===== config.mk =====
export PLATFORM = sky130hd
export DESIGN_NAME = regfile_read_queue
export DESIGN_NICKNAME = d
export VERILOG_FILES = /design/src/rtl/regfile_read_queue.sv
export SDC_FILE = /design/constraint.sdc
export NUM_CORES = 1
export LEC_CHECK = 0
export ABC_CLOCK_PERIOD_IN_PS = 3100
export CORE_MARGIN = 4
export CORE_UTILIZATION = 54
export CTS_BUF_LIST = sky130_fd_sc_hd__clkbuf_16
export CTS_CLUSTER_DIAMETER = 50
export DETAILED_ROUTE_END_ITERATION = 16
export GPL_TIMING_DRIVEN = 0
export PLACE_DENSITY = 0.83
export SLEW_MARGIN = 20
export SYNTH_ARGS = -nofsm -noshare
export SYNTH_HDL_FRONTEND = slang
export SYNTH_SLANG_ARGS = --single-unit

===== constraint.sdc =====
create_clock -name CLK -period 3.1 [get_ports CLK]
set_input_delay 0.93 -clock CLK [delete_from_list [all_inputs] [get_ports CLK]]
set_output_delay 0.93 -clock CLK [all_outputs]
set_load 0.02 [all_outputs]

===== src/rtl/regfile_read_queue.sv =====
// Decoupled read front-end for a register file with a combinational read port.
// Requests are queued, issued one per cycle and captured into a response FIFO.
module regfile_read_queue #(
  parameter int unsigned width = 32,
  parameter int unsigned n     = 5,
  parameter int unsigned depth = 4,
  parameter int unsigned logd  = 2
) (
  input  logic             CLK,
  input  logic             RST_N,
  input  logic [n-1:0]     REQ_IDX,
  input  logic             REQ_VALID,
  output logic             REQ_READY,
  output logic [width-1:0] RESP_DATA,
  output logic             RESP_VALID,
  input  logic             RESP_READY,
  output logic [n-1:0]     RF_IDX,
  output logic             RF_IDX_VALID,
  input  logic [width-1:0] RF_DATA,
  input  logic             RF_DATA_VALID,
  input  logic             RF_DONE,
  output logic             ERR
);

  localparam int unsigned CW = logd + 1;
  localparam logic [CW-1:0] FULL = CW'(depth);

  logic [n-1:0]     req_mem  [depth];
  logic [width-1:0] resp_mem [depth];
  logic [logd-1:0]  req_rd, req_wr, resp_rd, resp_wr;
  logic [CW-1:0]    req_count, resp_count;
  logic             enq, deq, issue, resp_space;

  // Handshakes and issue decision; a full request FIFO never passes through.
  always_comb begin
    REQ_READY    = RST_N && (req_count != FULL);
    RESP_VALID   = RST_N && (resp_count != '0);
    enq          = REQ_VALID && REQ_READY;
    deq          = RESP_VALID && RESP_READY;
    resp_space   = (resp_count != FULL) || deq;
    issue        = RST_N && RF_DONE && (req_count != '0) && resp_space;
    RF_IDX_VALID = issue;
    RF_IDX       = req_mem[req_rd];
    RESP_DATA    = resp_mem[resp_rd];
  end

  always_ff @(posedge CLK) begin
    if (!RST_N) begin
      req_rd     <= '0;
      req_wr     <= '0;
      resp_rd    <= '0;
      resp_wr    <= '0;
      req_count  <= '0;
      resp_count <= '0;
      ERR        <= 1'b0;
    end else begin
      if (enq)   req_wr  <= req_wr + logd'(1);
      if (issue) req_rd  <= req_rd + logd'(1);
      if (issue) resp_wr <= resp_wr + logd'(1);
      if (deq)   resp_rd <= resp_rd + logd'(1);

      if (enq && !issue)      req_count <= req_count + CW'(1);
      else if (!enq && issue) req_count <= req_count - CW'(1);

      if (issue && !deq)      resp_count <= resp_count + CW'(1);
      else if (!issue && deq) resp_count <= resp_count - CW'(1);

      if (issue && !RF_DATA_VALID) ERR <= 1'b1;
    end
  end

  // Storage needs no reset; the pointers and counts define validity.
  always_ff @(posedge CLK) begin
    if (enq)   req_mem[req_wr]   <= REQ_IDX;
    if (issue) resp_mem[resp_wr] <= RF_DATA;
  end

endmodule

# Word-level counts from Yosys, hierarchy flattened
# Memories as Yosys holds them, arrays and structs flattened. A register that Yosys moved wholly into a read port is not among the register bits.
# Index checks and enable logic that the tools add are counted.
word_totals:
  ram_bits: 148
  wordCells: 52
  register_bits: 15
  mem_count: 2
  inputBits: 43
  output_inout_bits: 41
mem_list:
  columns: ["name", "depth", "width", "read_ports", "rd_clocked_by_memory_dff", "wr", "line", "text"]
  rows:
  - ["resp_mem", 4, 32, 1, 1, 1, "29", "logic [width-1:0] resp_mem [depth];"]
  - ["req_mem", 4, 5, 1, 1, 1, "28", "logic [n-1:0] req_mem [depth];"]
classes:
  eq_ne: 2
  n_addsub: 8
  n_mux: 12
  reduce_logical: 21
ops:
  columns: ["cell", "n"]
  rows:
  - ["$logic_and 1x1->1", 12]
  - ["$mux 3", 4]
  - ["$add 2x1->2 const B", 4]
  - ["$mux 2", 4]
  - ["$add 3x1->3 const B", 2]
  - ["$ne 3x3->1 const B", 2]
  - ["$reduce_bool 3->1", 2]
  - ["$sub 3x1->3 const B", 2]
  - ["$logic_not 1->1", 4]
  - ["$mux 1", 4]
  - ["$reduce_bool 2->1", 2]
  - ["$logic_or 1x1->1", 1]

# Logic depth before layout (Yosys ltp)
depth:
  word_depth: 9
  depth_mapped: 11

# Worst setup path after synthesis
# OpenSTA, ideal clock, no wires.
synth_path:
  path_kind: "input port to flip-flop"
  startpoint: "input RST_N"
  endpoint: "memory resp_mem[0][0] (enable)"
  required_ns: 2.708
  arrival_time_ns: 2.447
  slack_ns: 0.261
  setup_time_ns: 0.392
  cell_stages: 5
  path_cell_list: "buf_2 > o311ai_2 > a31oi_1 > buf_4 > and2_1"
synth_via:
  elab_chain_len: 6
  elab_cells_between_ends: 8
synth_lines:
  columns: ["item", "line", "text"]
  rows:
  - ["from (decl)", "10", "input logic RST_N,"]
  - ["$logic_and 1x1->1", "37", "RESP_VALID = RST_N && (resp_count != '0);"]
  - ["$logic_and 1x1->1", "39", "deq = RESP_VALID && RESP_READY;"]
  - ["$logic_or 1x1->1", "40", "resp_space = (resp_count != FULL) || deq;"]
  - ["$logic_and 1x1->1 (*)", "41", "issue = RST_N && RF_DONE && (req_count != '0) && resp_space;"]
  - ["named net RF_IDX_VALID", "18", "output logic RF_IDX_VALID,"]
  - ["$mux 1 (*)", "75", "if (issue) resp_mem[resp_wr] <= RF_DATA;"]
  - ["$mux 1 (implied by the code) (*)", "75", null]
  - ["to (decl)", "29", null]
# Mark *: on every way through the listed nets, which the timed path passes. The rest lies on a longest branch.

# Final worst setup path
layout_path:
  startpoint: "input RESP_READY"
  endpoint: "output RF_IDX_VALID"
layout_via:
  elab_chain_len: 3
layout_lines:
  columns: ["item", "line", "text"]
  rows:
  - ["from (decl)", "16", "input logic RESP_READY,"]
  - ["$logic_and 1x1->1", "39", null]
  - ["$logic_or 1x1->1", "40", null]
  - ["$logic_and 1x1->1", "41", null]
  - ["to (decl)", "18", null]
# Every way passes these cells.

==> summary.md <==
| Metric | Value |
|---|---|
| Status | `complete, no violations` |
| Yosys top cell by area | `edfxtp_1` |
| Skew-Pair Late Insertion Delay | `0.42 ns` |
| Aggregate global routing overflow | `0` |
| Pwr Density | `727 mW/mm^2` |
| M1 WL | `4500 um` |
| Post-route setup slack | `0.0806 ns` |
| Root buffer cell | `clkbuf_16` |
| Sw Ratio | `25.3%` |
| Fin crit period | `3.02 ns` |
| Worst Path Max Fanout | `5` |
| Post-Syn Area | `0.00633 mm^2` |
| Post-Synth Adder-Cell Area | `2.41%` |
| Hold crit path type | `reg -> reg` |
| Die Wd | `116 um` |
| Max-cap viol count | `0` |
| Reg power frac | `47.1%` |
| Final HPWL DP | `7400 um` |
| RSZ-0062 raised after global routing | `false` |
| WHS Path Cells | `1` |
| Largest net degree at the start of global routing | `25` |
| Via count | `3092` |
| Reg2Reg Depth | `11` |
| Detail Route Antenna Nets | `0` |
| DRC | `0` |
| Post-Synth Simple-Gate Area | `2.73%` |
| Sequential fraction of the synthesis area | `76.2%` |
| Post-synth EDFFs | `148` |
| Synth-to-Final Area Change | `25.9%` |
| WL/cell | `19.4 um` |
| Metal2 WL | `5520 um` |
| Critical path class | `in -> out` |
| Max Used Layer | `met4` |
| GRT Total Usage | `17.6%` |
| Io pins | `84` |
| Mux cell area share after synthesis | `13.9%` |
| Initial antenna violation count | `0` |
| WL met3 | `669 um` |
| Final hold slack | `0.476 ns` |
| Rel. slew slack | `65.0%` |
| Port Buffers | `82` |
| H-Tree Depth | `4` |
| Layout cells sized above 1 | `20.2%` |
| Area contributors post-synth | `edfxtp_1 (70%), mux4_2 (13%), dfxtp_1 (6.0%), ha_1 (1.8%), nor2_1 (1.0%)` |
| Clock power frac | `32.7%` |
| CP endpoint kind | `primary output` |
| Final WL | `10900 um` |
| Post-synthesis compound-gate area fraction | `2.29%` |
| Synth Area in XOR/XNOR | `0.968%` |
| RePlAce Congestion | `0.763` |
| Clock sink count | `167` |
| CTS tree | `built` |
| Final Hold Fails | `0` |
| Die ar. | `0.0135 mm^2` |
| Least-Margin Pin Slew | `0.516 ns` |
| Core Footprint | `0.0115 mm^2` |
| Die Ht | `116 um` |
| Vias in the first global route | `3292` |
| Max Slew Vio Count | `0` |
| Psw | `1.46 mW` |
| Leak pwr | `2.71 nW` |
| Peak supply drop | `0.502 mV` |
| Rows | `39` |
| Internal power | `4.33 mW` |
| Largest family of logic cells by synthesized area | `multiplexers` |
| FILL cells | `733` |
| Cells after Synth | `302` |
| Total chip power | `5.79 mW` |
| Distinct cells, synth | `33` |
| Final net count | `462` |
| Skew final | `0.00910 ns` |
| ANT cells | `0` |
| Initial core utilization | `55.2%` |
| Post-layout util | `69.5%` |
| Clock slew at reported path FFs | `0.06 ns` |
| TritonCTS Buffers | `17` |
| Final setup violation count | `0` |
| Main synth FF type | `edfxtp_1` |
| Vias per cell | `5.48` |
| Ys async rst share | `0%` |
| Comb pwr share | `20.2%` |
| Max Clk Rate | `331 MHz` |
| Net Count, Synth | `356` |
| DP Worst Slack | `-0.441 ns` |
| Initial DRC Count | `217` |
| 1st-pass router iterations | `4` |
| Required time of the critical path | `2.17 ns` |
| Final worst path period share | `97.4%` |
| Yosys top cell area share | `70.2%` |
| Arr. time, crit path | `2.09 ns` |
| Synth Warn # | `0` |
| First-pass GRT wire length | `17300 um` |
| Max Buffers Root-to-Sink | `2` |
| Yosys reg bits | `167` |
| Crit start category | `input port` |
| Mean Syn Cell Area | `21.0 um^2` |
[area by class of cell]
cell class | count | area [um^2] | share of cell area, %
flip-flops and latches | 167 | 4830 | 60.5
multi-input cells | 113 | 1420 | 17.8
repair buffers | 89 | 891 | 11.2
clock buffers | 20 | 500 | 6.28
well taps | 143 | 179 | 2.24
plain buffers | 9 | 66.3 | 0.832
clock inverters | 12 | 46.3 | 0.581
inverters | 11 | 41.3 | 0.518
[worst paths after layout]
check,from,endpoint,slack [ns]
setup / recovery,RESP_READY,RF_IDX_VALID,0.08
hold / removal,req_rd[1]$_SDFFE_PN0P_,req_rd[1]$_SDFFE_PN0P_,0.48
setup reg to reg,req_count[2]$_SDFFE_PN0P_,req_count[2]$_SDFFE_PN0P_,0.56
hold reg to reg,req_rd[1]$_SDFFE_PN0P_,req_rd[1]$_SDFFE_PN0P_,0.48
[cells in the final DEF, fill, tap and decap left out, drive strengths merged, types with 7 or more instances in the layout]
cell type and count:
edfxtp 148, clkdlybuf4s50 51, mux4 37, dlygate4sd2 30, clkbuf 22, dfxtp 19
inv 18, nor2 17, buf 15, ha 9, and2 8, nand2 7
[cell usage after synthesis, types with 2 or more instances]
cell type and n:
a21oi_1 3, and2_1 8, buf_1 2, buf_2 5, clkbuf_1 3, dfxtp_1 19
edfxtp_1 148, fa_1 2, ha_1 9, inv_1 10, mux2i_1 5, mux4_2 37
nand2_1 7, nor2_1 17, o21ai_0 2, o311ai_2 2, o31ai_1 2, xnor2_1 5
xor2_1 2
[per-layer routing]
layer | GRT usage [%] | vias up
met5 | 0 | -
met4 | 7.81 | 0
met3 | 4.87 | 22
met2 | 29.0 | 83
met1 | 21.9 | 1558
li1 | - | 1429
[logic make-up (layout without fill, tap and decap cells)]
logic type,count (synthesis),in the layout
flip-flops,167,167
multiplexers,42,42
AND/OR/NAND/NOR,37,37
buffers and inverters,22,141
AO/OA/AOI/OAI,16,16
adder cells (fa/ha/maj),11,11
XOR/XNOR,7,7
[power by group through the flow]
stage / combinational, mW / sequential (mW) / clock [mW]
after detailed placement: 1.25 / 2.77 / 0
after global routing: 1.27 / 2.75 / 2.04
after floorplan: 0.749 / 2.74 / 0
after CTS: 1.18 / 2.73 / 1.93
final: 1.17 / 2.73 / 1.90
after global placement: 1.19 / 2.76 / 0
[state kept, by name, indices dropped and copies added, names as in the netlist, named ones only]
signal,flops
req_wr,2
ERR,1
resp_count,3
req_rd,2
resp_mem,128
resp_rd,2
req_mem,20
req_count,3
resp_wr,2
[metrics by stage]
step / setup TNS (ns) / instances / area [um^2]
3_3_place_gp: -88.99 / 527 / 7330
3_5_place_dp: -0.720 / 531 / 7420
2_1_floorplan: 0 / 302 / 6330
5_1_grt: 0 / 564 / 7970
4_1_cts: 0 / 561 / 7950
6_report: 0 / 564 / 7970
[worst max-delay path: stages]
cell and delay (ns):
clkdlybuf4s50_1 0.52, nand2_1 0.09, a31oi_1 0.23, buf_4 0.18, buf_4 0.14
[repair_timing]
item	CTS	global route
hold endpoints to repair	0	0
setup buffers	0	3
endpoints found under the setup margin	37	2
hold buffers	0	0
resized for setup	44	1
No activity file was read; power rests on OpenSTA's default activity.
